[src/rtl/seq_booth_mult.sv]
// Sequential radix-4 Booth multiplier: one recoded digit per cycle, valid/ready
// handshakes on both sides, abort, and a count of consumed products.
module seq_booth_mult #(
  parameter int WIDTH = 8,
  parameter int CNT_W = 16
) (
  input  logic               clk,
  input  logic               reset_n,
  input  logic               in_valid,
  output logic               in_ready,
  input  logic [WIDTH-1:0]   a,
  input  logic [WIDTH-1:0]   b,
  input  logic               is_signed,
  input  logic               abort,
  output logic               out_valid,
  input  logic               out_ready,
  output logic [2*WIDTH-1:0] product,
  output logic               busy,
  output logic [CNT_W-1:0]   op_count
);

  localparam int PW     = 2 * WIDTH;
  localparam int BW     = WIDTH + 3;
  localparam int DIGITS = WIDTH / 2;
  localparam int DW     = (DIGITS > 1) ? $clog2(DIGITS) : 1;
  localparam logic [DW-1:0] LAST = DW'(DIGITS - 1);

  typedef enum logic [1:0] {IDLE, CALC, DONE} state_t;

  state_t          state_q, state_d;
  logic [PW-1:0]   mcand_q;
  logic [PW-1:0]   acc_q;
  logic [PW-1:0]   product_q;
  logic [BW-1:0]   mplier_q;
  logic [DW-1:0]   digit_q;
  logic [CNT_W-1:0] count_q;
  logic [PW-1:0]   acc_sum;
  logic            last_digit;

  function automatic logic [PW-1:0] booth_pp(input logic [2:0] bits, input logic [PW-1:0] m);
    case (bits)
      3'b001, 3'b010: booth_pp = m;
      3'b011:         booth_pp = m << 1;
      3'b100:         booth_pp = -(m << 1);
      3'b101, 3'b110: booth_pp = -m;
      default:        booth_pp = {PW{1'b0}};
    endcase
  endfunction

  // The digit above the operand MSB only sees extension bits, so it is folded
  // into the last cycle to keep CALC at WIDTH/2 cycles.
  assign last_digit = (digit_q == LAST);

  always_comb begin
    acc_sum = acc_q + booth_pp(mplier_q[2:0], mcand_q);
    if (last_digit)
      acc_sum = acc_sum + booth_pp(mplier_q[4:2], mcand_q << 2);
  end

  always_comb begin
    state_d = state_q;
    case (state_q)
      IDLE: if (in_valid) state_d = CALC;
      CALC: begin
        if (abort)           state_d = IDLE;
        else if (last_digit) state_d = DONE;
      end
      DONE: if (abort || out_ready) state_d = IDLE;
      default: state_d = IDLE;
    endcase
  end

  always_ff @(posedge clk or negedge reset_n) begin
    if (!reset_n) state_q <= IDLE;
    else          state_q <= state_d;
  end

  always_ff @(posedge clk or negedge reset_n) begin
    if (!reset_n) begin
      mcand_q   <= '0;
      mplier_q  <= '0;
      acc_q     <= '0;
      digit_q   <= '0;
      product_q <= '0;
      count_q   <= '0;
    end else begin
      case (state_q)
        IDLE: begin
          if (in_valid) begin
            mcand_q  <= {{WIDTH{is_signed & a[WIDTH-1]}}, a};
            mplier_q <= {{2{is_signed & b[WIDTH-1]}}, b, 1'b0};
            acc_q    <= '0;
            digit_q  <= '0;
          end
        end
        CALC: begin
          if (!abort) begin
            acc_q    <= acc_sum;
            mcand_q  <= mcand_q << 2;
            mplier_q <= {{2{mplier_q[BW-1]}}, mplier_q[BW-1:2]};
            digit_q  <= digit_q + 1'b1;
            if (last_digit) product_q <= acc_sum;
          end
        end
        DONE: begin
          if (!abort && out_ready) count_q <= count_q + 1'b1;
        end
        default: ;
      endcase
    end
  end

  assign in_ready  = (state_q == IDLE);
  assign out_valid = (state_q == DONE);
  assign busy      = (state_q != IDLE);
  assign product   = product_q;
  assign op_count  = count_q;

endmodule

[config.mk]
export PLATFORM = sky130hd
export DESIGN_NAME = seq_booth_mult
export DESIGN_NICKNAME = d
export VERILOG_FILES = /design/src/rtl/seq_booth_mult.sv
export SDC_FILE = /design/constraint.sdc
export NUM_CORES = 1
export LEC_CHECK = 0
export CORE_UTILIZATION = 60
export DETAILED_ROUTE_END_ITERATION = 10
export GPL_TIMING_DRIVEN = 0
export PLACE_DENSITY = 0.9
export RECOVER_POWER = 100
export SLEW_MARGIN = 20
export SYNTH_ARGS = -nofsm -noshare
export SYNTH_HDL_FRONTEND = slang
export SYNTH_SLANG_ARGS = --single-unit
[constraint.sdc]
create_clock -name clk -period 12.75 [get_ports clk]
set_input_delay 1.9125 -clock clk [delete_from_list [all_inputs] [get_ports clk]]
set_output_delay 1.9125 -clock clk [all_outputs]
set_load 0.005 [all_outputs]
==> impl_metrics.yaml <==
global_route:
  grt_use_met3: 0.0547
  grtUsageMet1: 0.477
  track_usage: 0.363
  top_usage_layer: "met2"
  antenna_found_initial: 0
  grt_pass1_wl_um: 28600
  grt_pass1_vias: 5664
  gr-usage-met2: 0.588
  overflow: 0
  grt_max_degree: 42
drt:
  drt-initial-drc-count: 531
  firstDrtPassIters: 5
  post_drt_wl_per_cell_um: 19.2
  viasPerCell: 6.42
  wirelength_um: 17800
  ant_nets: 0
  drc_errors: 0
  vias: 5951
setup_path:
  r2r_end: "acc_q[15]"
  startpoint_type: "register"
  cp_max_fo: 8
  timing_worst_setup_path_type: "reg -> reg"
  critPathLaunch: "mcand_q[1]"
  r2r-start: "mcand_q[1]"
  endpoint_kind: "register"
  r2r_setup_slack_ns: 6.57
  critPathRequiredTime_ns: 13.05
  r2r_cells: 25
  worst_ep_arrival_time_ns: 6.48
placement:
  place_ws_ns: 6.74
  dp_hpwl_um: 13300
  portBuffers: 56
  place.gp.congestion: 0.994
  dp_cells: 911
floorplan:
  die_h_um: 102
  start_util: 0.616
  core-area_um2: 9770
  io_pins: 57
  row_count: 36
  die-area_um2: 10400
  dieWidth_um: 102
timing:
  min_period_over_period: 0.485
  clock_skew_ns: 0.0180
  fin_setup_tns_ns: 0
  hold_viol: 0
  relSlewSlack: -0.445
  layout_setup_ws_ns: 6.57
  rsz0062_at_grt: "no"
  setup-violations-final: 0
  worstMarginPinSlew_ns: 2.17
  slew_viol_final: 82
  fin_crit_ns: 6.18
  fmax_ghz: 0.162
clocking:
  ctsRootBufferMaster: "clkbuf_8"
  postCtsResizedCells: 0
  htreeDepth: 3
  clk_latency_ns: 0.38
  hold_buffers: 0
  cts.sinks: 79
  numCtsBuffers: 9
  cts.path.max_buffers: 2
  tritoncts: "built"
  clkTransAtPathRegs_ns: 0.10
  postCtsSetupRepairBufs: 0
synth:
  synth-seq-cells: 79
  syn_inst: 721
  synth_area_um2: 6020
  yosysWarnings: 0
  synth_edf_count: 0
  avgSynthCellArea_um2: 8.36
  synth.distinct_cells: 63
  seq_area_frac_synth: 0.328
  yosys_most_used_dff: "dfrtp_1"
  ys_async_sr_fraction: 1.00
  synth_nets: 776
finish:
  nNetsFinal: 844
  final_cell_mix: "nand2_1, dfrtp_1, nor2_1"
  multiInputGateArea_um2: 3760
  final_cells: 927
  fillers: 808
  diodes: 0
  seq_area_um2: 1980
  final_common_cell: "nand2_1"
  drive_gt1_frac: 0.0542
  area_delta_synth_final_pct: 15.7
job:
  cap_violations: 2
hold_path:
  hold_path_depth: 2
  worstHoldEndpoint: "product[14]"
  min_from: "product[14]"
  hp-class: "reg -> reg"
outcome:
  violations: "max-capacitance violations, max-slew violations"
  outcome: "finished with violations"
[flip-flops by register name, indices dropped and copies added, names as in the netlist]
signal,cells
mcand_q,16
mplier_q,11
op_count,16
acc_q,16
digit_q,2
state_q,2
product,16
[worst max path at each step]
stage          slack [ns]  depth (start not counted)        end
6_report             6.57                         25  acc_q[15]
5_1_grt              6.04                         25  acc_q[15]
4_1_cts              6.69                         23  acc_q[14]
3_5_place_dp         6.74                         25  acc_q[15]
3_3_place_gp         6.87                         23  acc_q[14]
2_1_floorplan        7.54                         23  acc_q[14]
[Yosys cell counts (3+ instances only)]
cell      number  area share
a22oi_1        7      0.0087
mux2_2        14       0.026
or3_1          6      0.0062
a21oi_1       40       0.033
nand4_1        7      0.0073
inv_1         23       0.014
nand2_1      115       0.072
o221ai_1       3      0.0044
nor2b_1        6      0.0062
o22ai_1        4      0.0042
a211oi_1       3      0.0037
a221o_1        9       0.015
dfrtp_1       79        0.33
xnor2_1       49       0.071
a21o_1        12       0.015
ha_1          31       0.064
o211ai_1       5      0.0062
o21ai_0       39       0.032
mux2i_1       16       0.027
o21a_1         4      0.0050
nand2b_1       6      0.0062
buf_1          3      0.0019
nor2_1        58       0.036
and3_1         8      0.0083
a311oi_1       3      0.0044
or2_2          4      0.0042
xor2_1        19       0.028
nor3_1        12       0.010
a31oi_1       26       0.027
a22o_1         3      0.0044
nand3_1       12       0.010
a221oi_1      16       0.023
clkbuf_1      40       0.025
[per-layer routing]
layer  share of wire  up-vias  wire length, um
li1                -     2718                -
met1            0.41     2871             7340
met2            0.47      309             8420
met3           0.076       53             1350
met4           0.040        0              718
met5               0        -                0
[logic make-up after synthesis]
group / after synthesis / share of synthesized area
AOI/OAI and AO/OA: 194 / 0.218
adders and majority gates: 33 / 0.0710
and+or+nand+nor: 244 / 0.179
xor gates and xnor gates: 69 / 0.103
muxes: 30 / 0.0528
buffers and inverters: 72 / 0.0480
DFF: 79 / 0.328
[critical path: stages, from the launching register on]
cell	delay (ns)
dfrtp_1	0.36
clkbuf_1	0.19
inv_1	0.17
ha_1	0.28
or3b_2	0.57
or2_2	0.37
or4_1	0.43
xor2_1	0.42
nand2_1	0.11
a21oi_1	0.16
a21oi_1	0.06
a21oi_1	0.20
ha_1	0.23
nand4_1	0.10
a21oi_1	0.26
nor3_1	0.12
o21ai_0	0.24
xor2_1	0.26
ha_1	0.33
a211oi_1	0.35
o2bb2ai_1	0.16
a31oi_1	0.09
xor2_1	0.22
nand2_1	0.09
xor2_1	0.16
o21ai_0	0.17
[layout make-up]
class | instances | share of cell area
well taps | 133 | 0.0239
inverters | 26 | 0.0140
clock inverters | 6 | 0.0135
flip-flops and latches | 79 | 0.284
clock buffers | 10 | 0.0183
repair buffers | 57 | 0.0801
plain buffers | 46 | 0.0275
multi-input cells | 570 | 0.539
[per-stage QoR]
step | hold slack (ns) | util | cell area, um^2
final | 0.475 | 0.713 | 6970
after global routing | 0.495 | 0.713 | 6970
after CTS | 0.487 | 0.715 | 6990
after detailed placement | 0.465 | 0.693 | 6770
after global placement | 0.460 | 0.691 | 6750
after floorplan | 0.450 | - | 6020
Power is left out: the tool's default activity adds up to more than one toggle a clock period on the data nets, which glitch-free logic cannot reach.
